$ cat config.mk
export PLATFORM = sky130hd
export DESIGN_NAME = ahb_cache_fill_arbiter
export DESIGN_NICKNAME = d
export VERILOG_FILES = /design/src/rtl/ahb_cache_fill_arbiter.sv
export SDC_FILE = /design/constraint.sdc
export NUM_CORES = 1
export LEC_CHECK = 0
export CORE_AREA = 2 2 133 135
export DETAILED_ROUTE_END_ITERATION = 12
export DIE_AREA = 0 0 135 137
export GPL_TIMING_DRIVEN = 0
export PLACE_DENSITY = 0.63
export SLEW_MARGIN = 5
export SYNTH_ARGS = -nofsm -noshare
export SYNTH_HDL_FRONTEND = slang
export SYNTH_SLANG_ARGS = --single-unit
$ cat constraint.sdc
create_clock -name clk -period 9.5 [get_ports clk]
set_input_delay 0.95 -clock clk [delete_from_list [all_inputs] [get_ports clk]]
set_output_delay 0.95 -clock clk [all_outputs]
set_load 0.02 [all_outputs]
$ cat src/rtl/ahb_cache_fill_arbiter.sv
// ahb_cache_fill_arbiter: shares one AHB-Lite port among cache line-fill masters, one buffered address phase per port.
// Define AHB_CACHE_FILL_ARBITER_ROUND_ROBIN_EN for round-robin arbitration; fixed priority (lowest index) otherwise.
module ahb_cache_fill_arbiter #(
   parameter int N_PORTS = 2,
   parameter int W_ADDR  = 32,
   parameter int W_DATA  = 32
) (
   input  logic                      clk,
   input  logic                      rst_n,
   output logic [N_PORTS-1:0]        src_hready_resp,
   input  logic [N_PORTS-1:0]        src_hready,
   output logic [N_PORTS-1:0]        src_hresp,
   input  logic [N_PORTS*W_ADDR-1:0] src_haddr,
   input  logic [N_PORTS-1:0]        src_hwrite,
   input  logic [2*N_PORTS-1:0]      src_htrans,
   input  logic [3*N_PORTS-1:0]      src_hsize,
   input  logic [3*N_PORTS-1:0]      src_hburst,
   input  logic [4*N_PORTS-1:0]      src_hprot,
   input  logic [N_PORTS-1:0]        src_hmastlock,
   input  logic [N_PORTS*W_DATA-1:0] src_hwdata,
   output logic [N_PORTS*W_DATA-1:0] src_hrdata,
   input  logic                      dst_hready_resp,
   output logic                      dst_hready,
   input  logic                      dst_hresp,
   output logic [W_ADDR-1:0]         dst_haddr,
   output logic                      dst_hwrite,
   output logic [1:0]                dst_htrans,
   output logic [2:0]                dst_hsize,
   output logic [2:0]                dst_hburst,
   output logic [3:0]                dst_hprot,
   output logic                      dst_hmastlock,
   output logic [W_DATA-1:0]         dst_hwdata,
   input  logic [W_DATA-1:0]         dst_hrdata
);
   localparam int GW = $clog2(N_PORTS);
   localparam logic [1:0] IDLE = 2'b00;
   localparam logic [1:0] NSEQ = 2'b10;
   localparam logic [1:0] SEQ  = 2'b11;
   localparam logic [2:0] INCR = 3'b001;

   typedef struct packed {
      logic [W_ADDR-1:0] addr;
      logic              write;
      logic [1:0]        trans;
      logic [2:0]        size;
      logic [2:0]        burst;
      logic [3:0]        prot;
      logic              lock;
   } aph_t;

   aph_t               live [N_PORTS];
   aph_t               buf_q [N_PORTS];
   aph_t               buf_d [N_PORTS];
   aph_t               aph;
   logic [W_DATA-1:0]  wdata [N_PORTS];
   logic [N_PORTS-1:0] req, buf_valid_q, buf_valid_d;
   logic [GW-1:0]      grant_q, grant_d, dph_owner_q, dph_owner_d, pick;
   logic               hold_q, hold_d, dph_valid_q, dph_valid_d, found, act;
   logic [3:0]         cnt_q, cnt_d, len_m1;

   for (genvar i = 0; i < N_PORTS; i++) begin : g_port
      assign live[i] = {src_haddr[i*W_ADDR +: W_ADDR], src_hwrite[i], src_htrans[2*i +: 2],
                        src_hsize[3*i +: 3], src_hburst[3*i +: 3], src_hprot[4*i +: 4], src_hmastlock[i]};
      assign req[i] = src_hready[i] && src_htrans[2*i+1];
      assign wdata[i] = src_hwdata[i*W_DATA +: W_DATA];
      assign src_hready_resp[i] = (dph_valid_q && dph_owner_q == GW'(i)) ? dst_hready_resp : !buf_valid_q[i];
      assign src_hresp[i] = dph_valid_q && dph_owner_q == GW'(i) && dst_hresp;
      assign src_hrdata[i*W_DATA +: W_DATA] = dst_hrdata;
   end

   // A buffered entry always takes precedence over the live bus of the granted port.
   assign aph           = buf_valid_q[grant_q] ? buf_q[grant_q] : live[grant_q];
   assign act           = aph.trans != IDLE;
   assign dst_haddr     = aph.addr;
   assign dst_hwrite    = aph.write;
   assign dst_htrans    = aph.trans;
   assign dst_hsize     = aph.size;
   assign dst_hburst    = aph.burst;
   assign dst_hprot     = aph.prot;
   assign dst_hmastlock = aph.lock && act;
   assign dst_hready    = dst_hready_resp;
   assign dst_hwdata    = wdata[dph_owner_q];
   assign len_m1        = aph.burst[2:1] == 2'd1 ? 4'd3 : aph.burst[2:1] == 2'd2 ? 4'd7 :
                          aph.burst[2:1] == 2'd3 ? 4'd15 : 4'd0;

   always_comb begin
      buf_d = buf_q;
      buf_valid_d = buf_valid_q;
      if (dst_hready_resp && buf_valid_q[grant_q]) buf_valid_d[grant_q] = 1'b0;
      for (int i = 0; i < N_PORTS; i++) begin
         if (req[i] && !(GW'(i) == grant_q && dst_hready_resp && !buf_valid_q[i])) begin
            buf_d[i] = live[i];
            buf_valid_d[i] = 1'b1;
         end
      end
   end

   always_comb begin
      pick = grant_q;
      found = 1'b0;
`ifdef AHB_CACHE_FILL_ARBITER_ROUND_ROBIN_EN
      for (int k = 1; k <= N_PORTS; k++) begin
         if (!found && buf_valid_d[GW'((int'(grant_q) + k) % N_PORTS)]) begin
            found = 1'b1;
            pick = GW'((int'(grant_q) + k) % N_PORTS);
         end
      end
`else
      for (int k = N_PORTS - 1; k >= 0; k--) begin
         if (buf_valid_d[GW'(k)]) begin
            found = 1'b1;
            pick = GW'(k);
         end
      end
`endif
   end

   // Ownership state only moves when the downstream accepts an address phase.
   always_comb begin
      cnt_d = cnt_q;
      hold_d = hold_q;
      dph_valid_d = dph_valid_q;
      dph_owner_d = dph_owner_q;
      grant_d = grant_q;
      if (dst_hready_resp) begin
         cnt_d = (dst_hresp || !act) ? 4'd0 : aph.trans == NSEQ ? len_m1 :
                 (aph.trans == SEQ && cnt_q != 4'd0) ? cnt_q - 4'd1 : cnt_q;
         hold_d = act && (aph.lock || cnt_d != 4'd0 || aph.burst == INCR);
         dph_valid_d = act;
         dph_owner_d = grant_q;
         grant_d = (!hold_d && found) ? pick : grant_q;
      end
   end

   always_ff @(posedge clk or negedge rst_n) begin
      if (!rst_n) begin
         buf_valid_q <= '0;
         grant_q <= '0;
         hold_q <= 1'b0;
         cnt_q <= 4'd0;
         dph_valid_q <= 1'b0;
         dph_owner_q <= '0;
      end else begin
         buf_valid_q <= buf_valid_d;
         grant_q <= grant_d;
         hold_q <= hold_d;
         cnt_q <= cnt_d;
         dph_valid_q <= dph_valid_d;
         dph_owner_q <= dph_owner_d;
      end
   end

   always_ff @(posedge clk) buf_q <= buf_d;
endmodule
Yosys cells after proc, flatten, opt, wreduce, memory -nomap -nowiden. Cells that the tools add are included.

Equality and inequality tests: 1. Reductions and logical operators: 14. Multiplexer cells: 5.

Operators by type and width (count): $mux W46 (1); $logic_and A1 B1 Y1 (7); $reduce_bool A2 Y1 (3); $mux W1 (4); $logic_not A1 Y1 (3); $ne A2 B2 Y1 const B (1); $reduce_and A2 Y1 (1).

Output and inout bits: 147. Input port bits: 194. Logic and storage cells: 30. Register bits: 49.

Logic depth before layout (Yosys ltp). Gate-level depths: netlist (run 1).

Depth in word-level cells: 5. Gate-level depth with buffers: 4.

Worst setup path after synthesis (run 1). OpenSTA, ideal clock, no wires.

Path type: in2reg. Start: in dst_hready_resp. End: reg buf_q[46] in the netlist's numbering (enable). Setup time: 450 ps. Data arrival time: 3021 ps. Stages on the path: 2. Path buffers: 0. Setup slack: 6029 ps. Cell sequence: nor2b_1 > nor2_1.

Cells in the longest elaborated chain, start to end: 3.

Ends and longest elaborated chain: from (decl) (line 22) `input logic dst_hready_resp,`; $logic_and A1 B1 Y1 (line 91) `if (req[i] && !(GW'(i) == grant_q && dst_hready_resp && !buf_valid_q[i])) begin`; $logic_not A1 Y1 (line 91); $logic_and A1 B1 Y1 (line 91); to (signal assigned) (line 153) `always_ff @(posedge clk) buf_q <= buf_d;`; to (decl) (line 52) `aph_t buf_q [N_PORTS];`.

No other way between the ends. A chain may end at the register's enable or synchronous reset.

Worst setup path in the final report (run 1).
Start: in src_htrans[1]. End: out dst_hmastlock.

Cells in the longest elaborated chain, start to end: 3.

Ends and longest elaborated chain: from (decl) (line 15) `input logic [2*N_PORTS-1:0] src_htrans,`; $mux W46 (line 72) `assign aph = buf_valid_q[grant_q] ? buf_q[grant_q] : live[grant_q];`; $reduce_bool A2 Y1 (line 73) `assign act = aph.trans != IDLE;`; $logic_and A1 B1 Y1 (line 80) `assign dst_hmastlock = aph.lock && act;`; to (decl) (line 31) `output logic dst_hmastlock,`.

No other way between the ends.

==> out/metrics.csv, run 1 <==
stage,metric,value,unit
floorplan,io_pins,341,
drt,via_per_inst,3.44,
clocking,cts_buffers,5,
yosys,async_flop_share,6.12,%
drt,dr_total_vias,2232,
clocking,ctsHoldBuffers,0,
global_routing,grt_max_degree,29,
layout,finalNonFillerCells,649,
drt,drc,0,
worst_setup_path,cpPeakStageDelay,0.63,ns
yosys,synth-seq-cells,49,
timing,slew_headroom,58.3,%
yosys,ys_top_cells_by_count,"98 x buf_4, 46 x edfxtp_1, 45 x mux2_2",
floorplan,core,17100,sq um
timing,finClkSkew,0.00572,ns
timing,rsz0062_at_grt,false,
global_routing,grt_antenna_before_repair,0,
yosys,synth-edff-count,46,
floorplan,start_util,16.8,%
global_routing,grt.overflow.total,0,
worst_setup_path,crit_slowest_cell,clkdlybuf4s50_1,
timing,slew_violations,0,
pwr,max-vdd-ir-drop,0.0663,mV
clocking,cts_setup_buffers,0,
worst_setup_path,worstSetupPathType,in -> out,
drt,ant_nets,0,
clocking,clockRootBuffer,clkbuf_16,
yosys,ys_types,18,
layout,diodes,0,
run_status,status,"finished, final reports clean",
timing,worst_pin_slew,0.625,ns
worst_setup_path,arrival,2.41,ns
worst_setup_path,critPathLaunchType,primary input,
worst_setup_path,critPathMaxFanout,4,
drt,drt-initial-drc-count,39,
timing,layout_min_cycle_time,3.36,ns
min_path,min_path_type,reg -> reg,
worst_setup_path,path_cells,"clkdlybuf4s50_1, o21bai_1, o22ai_1, clkdlybuf4s50_1",
flow_run,drv_cap,0,
clocking,cts.sinks,49,
global_routing,grt_pass1_wl,10700,um
place,io_buffer_count,198,
yosys,syn_nets,411,
yosys,synth_top_cell_by_area,edfxtp_1,
drt,wire_per_inst,11.9,um
timing,hold_viol_final,0,
place,dp_hpwl,6120,um
drt,first_pass_iters,2,
worst_setup_path,crit_family,buffers and inverters,
floorplan,die_w,135,um
layout,area_growth,85.7,%
place,post_dp_cell_area,5160,sq um
clocking,cts_resized,0,
floorplan,fp-row-count,48,
clocking,clock_latency,0.30,ns
timing,fmax,0.297,GHz
yosys,synthFlopType,edfxtp_1,
clocking,cts_tree,yes,
worst_setup_path,crit_top_cell,clkdlybuf4s50_1,
floorplan,die_h,137,um
clocking,htreeDepth,2,
floorplan,die_area,18500,sq um
clocking,ctsLongestPathBuffers,2,
worst_setup_path,cp.required,8.55,ns
layout,fin_nets,617,
yosys,synth_cells,217,
global_routing,grt_pass1_vias,2175,
yosys,syn_avg_cell_area,13.2,sq um
worst_setup_path,end_kind,output pin,
layout,fin_area,5330,sq um
place,place_inst,641,
yosys,synth_warnings,0,
yosys,ys_seq_area_share,50.7,%
worst_setup_path,crit_buf_inv,2,
global_routing,grtUsageTotal,7.40,%
layout,final_core_util,31.3,%
yosys,synth.area.top_cells,"edfxtp_1 48%, buf_4 26%, mux2_2 18%",
pwr,p_per_area,132,nW/um^2
place,place_congestion,0.734,
drt,routed_wl,7730,um
yosys,post-synth-top-count-cell,buf_4,
clocking,clk_pin_slew,0.08,ns
timing,finalSetupTns,0,ns
timing,setup_viol,0,
yosys,synth_top_area_share,48.1,%
yosys,syn-cell-area,2870,sq um
timing,finalCritPeriodShare,35.4,%
pwr,p_leak,2.06,nW
layout,drive_gt1_share,37.3,%
layout make-up:
cell class | instances | area [sq um]
timing repair buffer | 199 | 2000
sequential | 49 | 1460
buffer | 104 | 817
inverter | 3 | 11.3
fill | 1698 | 11700
clock buffer | 5 | 125
multi-input combinational | 61 | 594
clock inverter | 3 | 45.0
tap | 225 | 282
worst register-to-register path, delay by kind of cell, from the launching register on:
| kind | cells | cell delay [ns] |
|---|---|---|
| flops | 1 | 0.34 |
| simple gates | 2 | 0.58 |
| buf+inv | 3 | 0.56 |
cells by family (layout without fill, tap and decap cells):
family	count (synthesis)	count (layout)	share of synthesized area, %
buf+inv	107	314	28.8
flops	49	49	50.7
mux	45	45	17.6
simple gates	9	9	1.44
compound gates	6	6	1.22
other cells	1	1	0.131
stage by stage:
step	hold WS, ns	setup slack (ns)	total power, mW
after CTS	0.453	6.10	0.719
after global placement	0.437	4.40	0.494
final	0.448	6.14	0.704
after global routing	0.495	6.03	0.737
after detailed placement	0.435	6.10	0.497
after floorplan	0.506	6.03	0.383
per-layer routing:
layer | vias to the layer above | wire [um] | GRT usage (%)
li1 | 1063 | - | -
met1 | 1008 | 2910 | 8.11
met2 | 152 | 3800 | 13.1
met3 | 9 | 925 | 3.11
met4 | 0 | 83 | 2.14
met5 | - | 0 | 0
sequential cells by signal, indices dropped and copies added (netlist names):
signal	cells
buf_q	46
buf_valid_q	2
dph_valid_q	1
worst paths after layout:
path | to | startpoint | cells after the start | slack [ns]
worst min-delay path | buf_valid_q[1] | buf_valid_q[1] | 2 | 0.45
worst max-delay path | dst_hmastlock | src_htrans[1] | 4 | 6.14
worst min register to register | buf_valid_q[1] | buf_valid_q[1] | 2 | 0.45
worst max register to register | buf_q[48] | buf_valid_q[0] | 5 | 7.70
min in group asynchronous | buf_valid_q[1] | rst_n | 1 | 0.82
max in group asynchronous | buf_valid_q[0] | rst_n | 1 | 8.54
power by group:
part           switching [mW]  total, mW  internal (mW)
clock network          0.0891      0.215          0.126
logic                   0.102      0.241          0.139
registers             0.00262      0.249          0.246
placed cells by master, fill, tap and decap left out, drive strengths merged:
| cell type | count |
|---|---|
| a31oi | 1 |
| and2 | 1 |
| buf | 101 |
| bufinv | 1 |
| clkbuf | 9 |
| clkdlybuf4s50 | 198 |
| clkinv | 1 |
| conb | 1 |
| dfrtp | 3 |
| edfxtp | 46 |
| inv | 4 |
| mux2 | 45 |
| nand2 | 4 |
| nand2b | 1 |
| nor2 | 2 |
| nor2b | 1 |
| o21ai | 3 |
| o21bai | 1 |
| o22ai | 1 |
Power figures use the tool's default switching activity.
==> inputs of run 2 (changes only) <==
Settings changed: CORE_AREA 2 2 133 135 to 2 2 134 136, DIE_AREA 0 0 135 137 to 0 0 136 138, PLACE_DENSITY 0.63 to 0.65.
Clock period 9.5 ns to 3.09 ns, I/O delays scaled along.
==> run 2 against run 1 <==
Sequential share of layout area fell by 0.18 points. Wire length fell by 0.65%. Core utilization fell by 0.65 points. First-iteration DRC count rose by 10%. Critical path type is now reg -> out. Power rose to 3.2 times the previous value.
==> out/metrics.csv, run 2 (synthesis gave the netlist of run 1 again) <==
stage,metric,value,unit
run_status,status,"finished, final reports clean",
place,post_dp_cell_area,5170,sq um
drt,routed_wl,7680,um
flow_run,drv_cap,0,
layout,area_growth,87.0,%
drt,drt-initial-drc-count,43,
min_path,min_path_type,in -> async,
pwr,max-vdd-ir-drop,0.216,mV
clocking,clockRootBuffer,clkbuf_16,
pwr,p_int,1.65,mW
layout,fin_nets,617,
floorplan,io_pins,341,
drt,ant_nets,0,
worst_setup_path,cp.required,2.78,ns
pwr,p_leak,2.07,nW
place,dp_slack,0.783,ns
timing,worst_pin_slew,0.884,ns
layout,regMostFlops,buf_q,
floorplan,fp-row-count,49,
clocking,cts_resized,0,
global_routing,grt.overflow.total,0,
layout,layout_common_cells,"198 x clkdlybuf4s50_1, 98 x buf_4, 46 x edfxtp_1, 45 x mux2_2, 5 x clkbuf_16",
timing,fmax,0.444,GHz
floorplan,die_h,138,um
worst_setup_path,critPathMaxFanout,10,
drt,first_pass_iters,4,
layout,final_common_cell,clkdlybuf4s50_1,
floorplan,die_w,136,um
global_routing,grt_antenna_before_repair,0,
global_routing,grt_max_degree,30,
layout,multi_input_area,594,sq um
pwr,power_frac_seq,34.3,%
timing,finClkSkew,0.00761,ns
pwr,p_sw_share,25.9,%
drt,dr_total_vias,2258,
layout,drive_gt1_share,37.5,%
clocking,clk_pin_slew,0.07,ns
global_routing,grt_pass1_vias,2333,
drt,drc,0,
pwr,p_switching,578,uW
timing,slew_headroom,40.9,%
layout,fin_area,5370,sq um
timing,finalSetupTns,0,ns
layout,fillers,1787,
clocking,cts_setup_buffers,0,
layout,largest_reg_flops,46,
global_routing,grtUsageTotal,7.74,%
place,place_congestion,0.733,
worst_setup_path,end_kind,output pin,
timing,hold_viol_final,0,
global_routing,grt_pass1_wl,11400,um
floorplan,start_util,16.4,%
worst_setup_path,rr_startpoint,buf_valid_q[0],
clocking,clock_latency,0.29,ns
drt,wire_per_inst,11.8,um
pwr,p_per_area,416,nW/um^2
floorplan,die_area,18800,sq um
worst_setup_path,arrival,1.94,ns
timing,finalCritPeriodShare,72.8,%
clocking,cts_tree,yes,
worst_setup_path,critPathLaunchType,register,
timing,timing.final.ws_setup,0.839,ns
layout,reg_top3,"buf_q: 46 flops, buf_valid_q: 2 flops, dph_valid_q: 1 flops",
timing,layout_min_cycle_time,2.25,ns
timing,slew_violations,0,
layout,final_core_util,30.6,%
pwr,combPwrFrac,33.3,%
worst_setup_path,startpoint,buf_valid_q[0],
place,place_inst,645,
timing,setup_viol,0,
layout,diodes,0,
place,io_buffer_count,198,
clocking,ctsHoldBuffers,0,
worst_setup_path,worstSetupPathType,reg -> out,
layout,register_area,1460,sq um
pwr,p_clk_share,32.4,%
place,dp_hpwl,6240,um
drt,via_per_inst,3.46,
clocking,htreeDepth,2,
timing,rsz0062_at_grt,false,
layout,finalNonFillerCells,653,
clocking,cts_buffers,5,
clocking,ctsLongestPathBuffers,2,
floorplan,core,17500,sq um
clocking,cts.sinks,49,
[run 2: path summary, 6_finish.rpt]
check / depth (start not counted) / to / slack, ns
worst max-delay path: 5 / dst_hmastlock / 0.84
worst min-delay path: 1 / buf_valid_q[1] / 0.19
worst max register to register: 5 / buf_q[47] / 1.16
worst min register to register: 2 / buf_valid_q[1] / 0.45
max in group asynchronous: 1 / buf_valid_q[0] / 2.76
min in group clk: 2 / buf_valid_q[1] / 0.45
[run 2: layer usage]
layer | track usage [%] | part of all wire, % | vias to the layer above
met5 | 0 | 0 | -
li1 | - | - | 1060
met2 | 13.9 | 48 | 171
met3 | 2.75 | 12 | 7
met1 | 8.42 | 38 | 1020
met4 | 2.47 | 1.3 | 0
[run 2: critical path, stage by stage, from the launching register on]
cell and delay, ns:
dfrtp_1 0.38, buf_6 0.13, buf_8 0.14, o21bai_1 0.18, o22ai_1 0.15, clkdlybuf4s50_1 0.66
[run 2: cell type report]
cell class                      count  area share (%)
Buffer                            104            15.2
Clock buffer                        5            2.33
Clock inverter                      3            1.28
Inverter                            3           0.210
Multi-Input combinational cell     61            11.1
Sequential cell                    49            27.1
Tap cell                          229            5.34
Timing Repair Buffer              199            37.4
[run 2: stage by stage]
step	hold WS, ns	power, mW
finish	0.190	2.23
global route	0.188	2.33
CTS	0.178	2.28
detailed placement	0.439	1.53
global placement	0.433	1.52
floorplan	0.0134	1.18
[run 2: power groups by stage]
stage	Sequential [mW]	Clock [mW]	Combinational [mW]
floorplan	0.779	0	0.398
global placement	0.782	0	0.738
detailed placement	0.780	0	0.748
CTS	0.765	0.759	0.752
global route	0.768	0.774	0.783
finish	0.766	0.723	0.742
==> RTL change, RTL diff (flow settings as in run 1) <==
Set the parameter `W_ADDR` to 28 (it was 32).
--- a/src/rtl/ahb_cache_fill_arbiter.sv
+++ b/src/rtl/ahb_cache_fill_arbiter.sv
@@ -2,7 +2,7 @@
 // Define AHB_CACHE_FILL_ARBITER_ROUND_ROBIN_EN for round-robin arbitration; fixed priority (lowest index) otherwise.
 module ahb_cache_fill_arbiter #(
    parameter int N_PORTS = 2,
-   parameter int W_ADDR  = 32,
+   parameter int W_ADDR  = 28,
    parameter int W_DATA  = 32
 ) (
    input  logic                      clk,
Interface: changed (resized dst_haddr and src_haddr); port bits go from 341 to 329. The function was not compared with the original's and may differ.
==> RTL change against run 1 <==
Sequential cell count is 4 lower; total power is 3.8% lower; final cell count is 2.6% lower; first-iteration DRC count is 54% lower; synthesized area is 0.30% lower; largest power group is now combinational cells; design area is 1.7% lower; worst setup slack better by 0.055 ns; routed wire length is 2.4% lower; critical endpoint unchanged.
==> RTL change: results (changes against run 1) <==
\begin{tabular}{lr}
\hline
Metric & Value \\
\hline
\multicolumn{2}{l}{\textbf{Timing}} \\
Pin slew with the least headroom to its limit & 0.6872 ns (+0.06257 ns) \\
Crit path time final & 3.309 ns (-0.05544 ns) \\
Post-route worst hold slack & 0.4568 ns (+0.009231 ns) \\
Final clock skew & 0.009531 ns (+0.003807 ns) \\
\multicolumn{2}{l}{\textbf{Logic synthesis}} \\
Top post-synthesis cells by area & sky130\_fd\_sc\_hd\_\_edfxtp\_1 44\%, sky130\_fd\_sc\_hd\_\_buf\_4 26\%, sky130\_fd\_sc\_hd\_\_mux2\_4 20\% \\
Synth Net Count & 394 (-4.1\%) \\
Share of synthesized area spent on multiplexers & 0.2111 (+0.03463) \\
Cell types with the highest counts after synthesis & 98 x sky130\_fd\_sc\_hd\_\_buf\_4, 42 x sky130\_fd\_sc\_hd\_\_edfxtp\_1, 38 x sky130\_fd\_sc\_hd\_\_mux2\_4 \\
Post-synthesis sequential area ratio & 0.4668 (-0.04041) \\
Post-Synthesis Mean Instance Area & 13.76 um2 (+4.0\%) \\
Share of synthesized registers carrying an async set or reset & 0.06667 (+0.005442) \\
Number of enable-type register cells in the synthesized netlist & 42 (-8.7\%) \\
\multicolumn{2}{l}{\textbf{Routing}} \\
Average detailed-routed wire length per instance & 11.93 um (+0.20\%) \\
Initial DRC count & 18 (-54\%) \\
Avg Vias per Cell & 3.429 (-0.30\%) \\
Routed length on met3 & 836 um (-9.6\%) \\
Met2 WL & 3.943 mm (+3.7\%) \\
Wl on met1 & 2.663 mm (-8.6\%) \\
\multicolumn{2}{l}{\textbf{Critical path}} \\
Worst R2R Setup Slack & 7.75 ns (+0.05 ns) \\
\multicolumn{2}{l}{\textbf{Place}} \\
Post-detail-place hpwl & 6.080 mm (-0.61\%) \\
Post-Place Setup Slack & 6.208 ns (+0.1081 ns) \\
Instance area after placement & 0.005074 mm2 (-1.7\%) \\
Buffers on Ports & 190 (-4.0\%) \\
\multicolumn{2}{l}{\textbf{Cells and area}} \\
Registers with the highest flip-flop counts & buf\_q (42), buf\_valid\_q (2), dph\_valid\_q (1) \\
NumNets Final & 592 (-4.1\%) \\
\multicolumn{2}{l}{\textbf{Global route}} \\
Total GRT Usage & 0.07424 (+0.0001977) \\
Global-route wire length before repair & 10.61 mm (-0.96\%) \\
Via count of the first global-routing pass & 2138 (-1.7\%) \\
\multicolumn{2}{l}{\textbf{Run status}} \\
Result of the run & finished, final reports clean \\
\multicolumn{2}{l}{\textbf{Power}} \\
Max VDD drop & 0.00007490 V (+13\%) \\
\hline
\end{tabular}
-- RTL change: cell families (layout without fill, tap and decap cells) --
logic type / count (synthesis) / after routing
buffers and inverters: 106 / 305
AOI/OAI and AO/OA: 6 / 6
other: 1 / 1
and+or+nand+nor: 9 / 9
muxes: 41 / 41
DFF: 45 / 45
-- RTL change: through the flow --
stage / util / instances / total power, mW
floorplan: - / 208 / 0.3720
global placement: 0.2958 / 623 / 0.4786
detailed placement: 0.2975 / 624 / 0.4825
CTS: 0.3073 / 632 / 0.6954
global route: 0.3073 / 632 / 0.7092
finish: 0.3073 / 632 / 0.6777
-- RTL change: metal layers --
| metal | vias up | track usage |
|---|---|---|
| li1 | 1015 | - |
| met1 | 985 | 0.07916 |
| met2 | 158 | 0.1331 |
| met3 | 9 | 0.02963 |
| met4 | 0 | 0.02604 |
| met5 | - | 0 |
-- RTL change: power breakdown --
| part | switching, mW | leakage [nW] | internal, mW |
|---|---|---|---|
| registers | 0.00283 | 0.420 | 0.226 |
| clock network | 0.0783 | 0.0810 | 0.125 |
| logic | 0.101 | 1.61 | 0.145 |
| total | 0.182 | 2.12 | 0.496 |
-- RTL change: final timing paths --
| path | to | cells past startpoint |
|---|---|---|
| worst max-delay path | dst_hmastlock | 4 |
| worst min-delay path | buf_valid_q[1]$_DFFE_PN0P_ | 2 |
| worst max register to register | buf_q[51]$_DFFE_PP_ | 4 |
| worst min register to register | buf_valid_q[1]$_DFFE_PN0P_ | 2 |
| max in group asynchronous | buf_valid_q[0]$_DFFE_PN0P_ | 1 |
| min in group asynchronous | buf_valid_q[1]$_DFFE_PN0P_ | 1 |
-- RTL change: worst register-to-register path: cells and delay by family (launching register included) --
family,cells,cell delay (ns)
buf+inv,2,0.45
flops,1,0.34
simple gates,2,0.64
-- RTL change: cell type report --
type                    count  area (um2)
plain buffers             103       827.0
clock inverters             2       38.79
repair buffers            191        1922
inverters                   3       11.26
well taps                 225       281.5
fillers                  1729       11820
flip-flops and latches     45        1336
clock buffers               6       128.9
multi-input cells          57       695.7
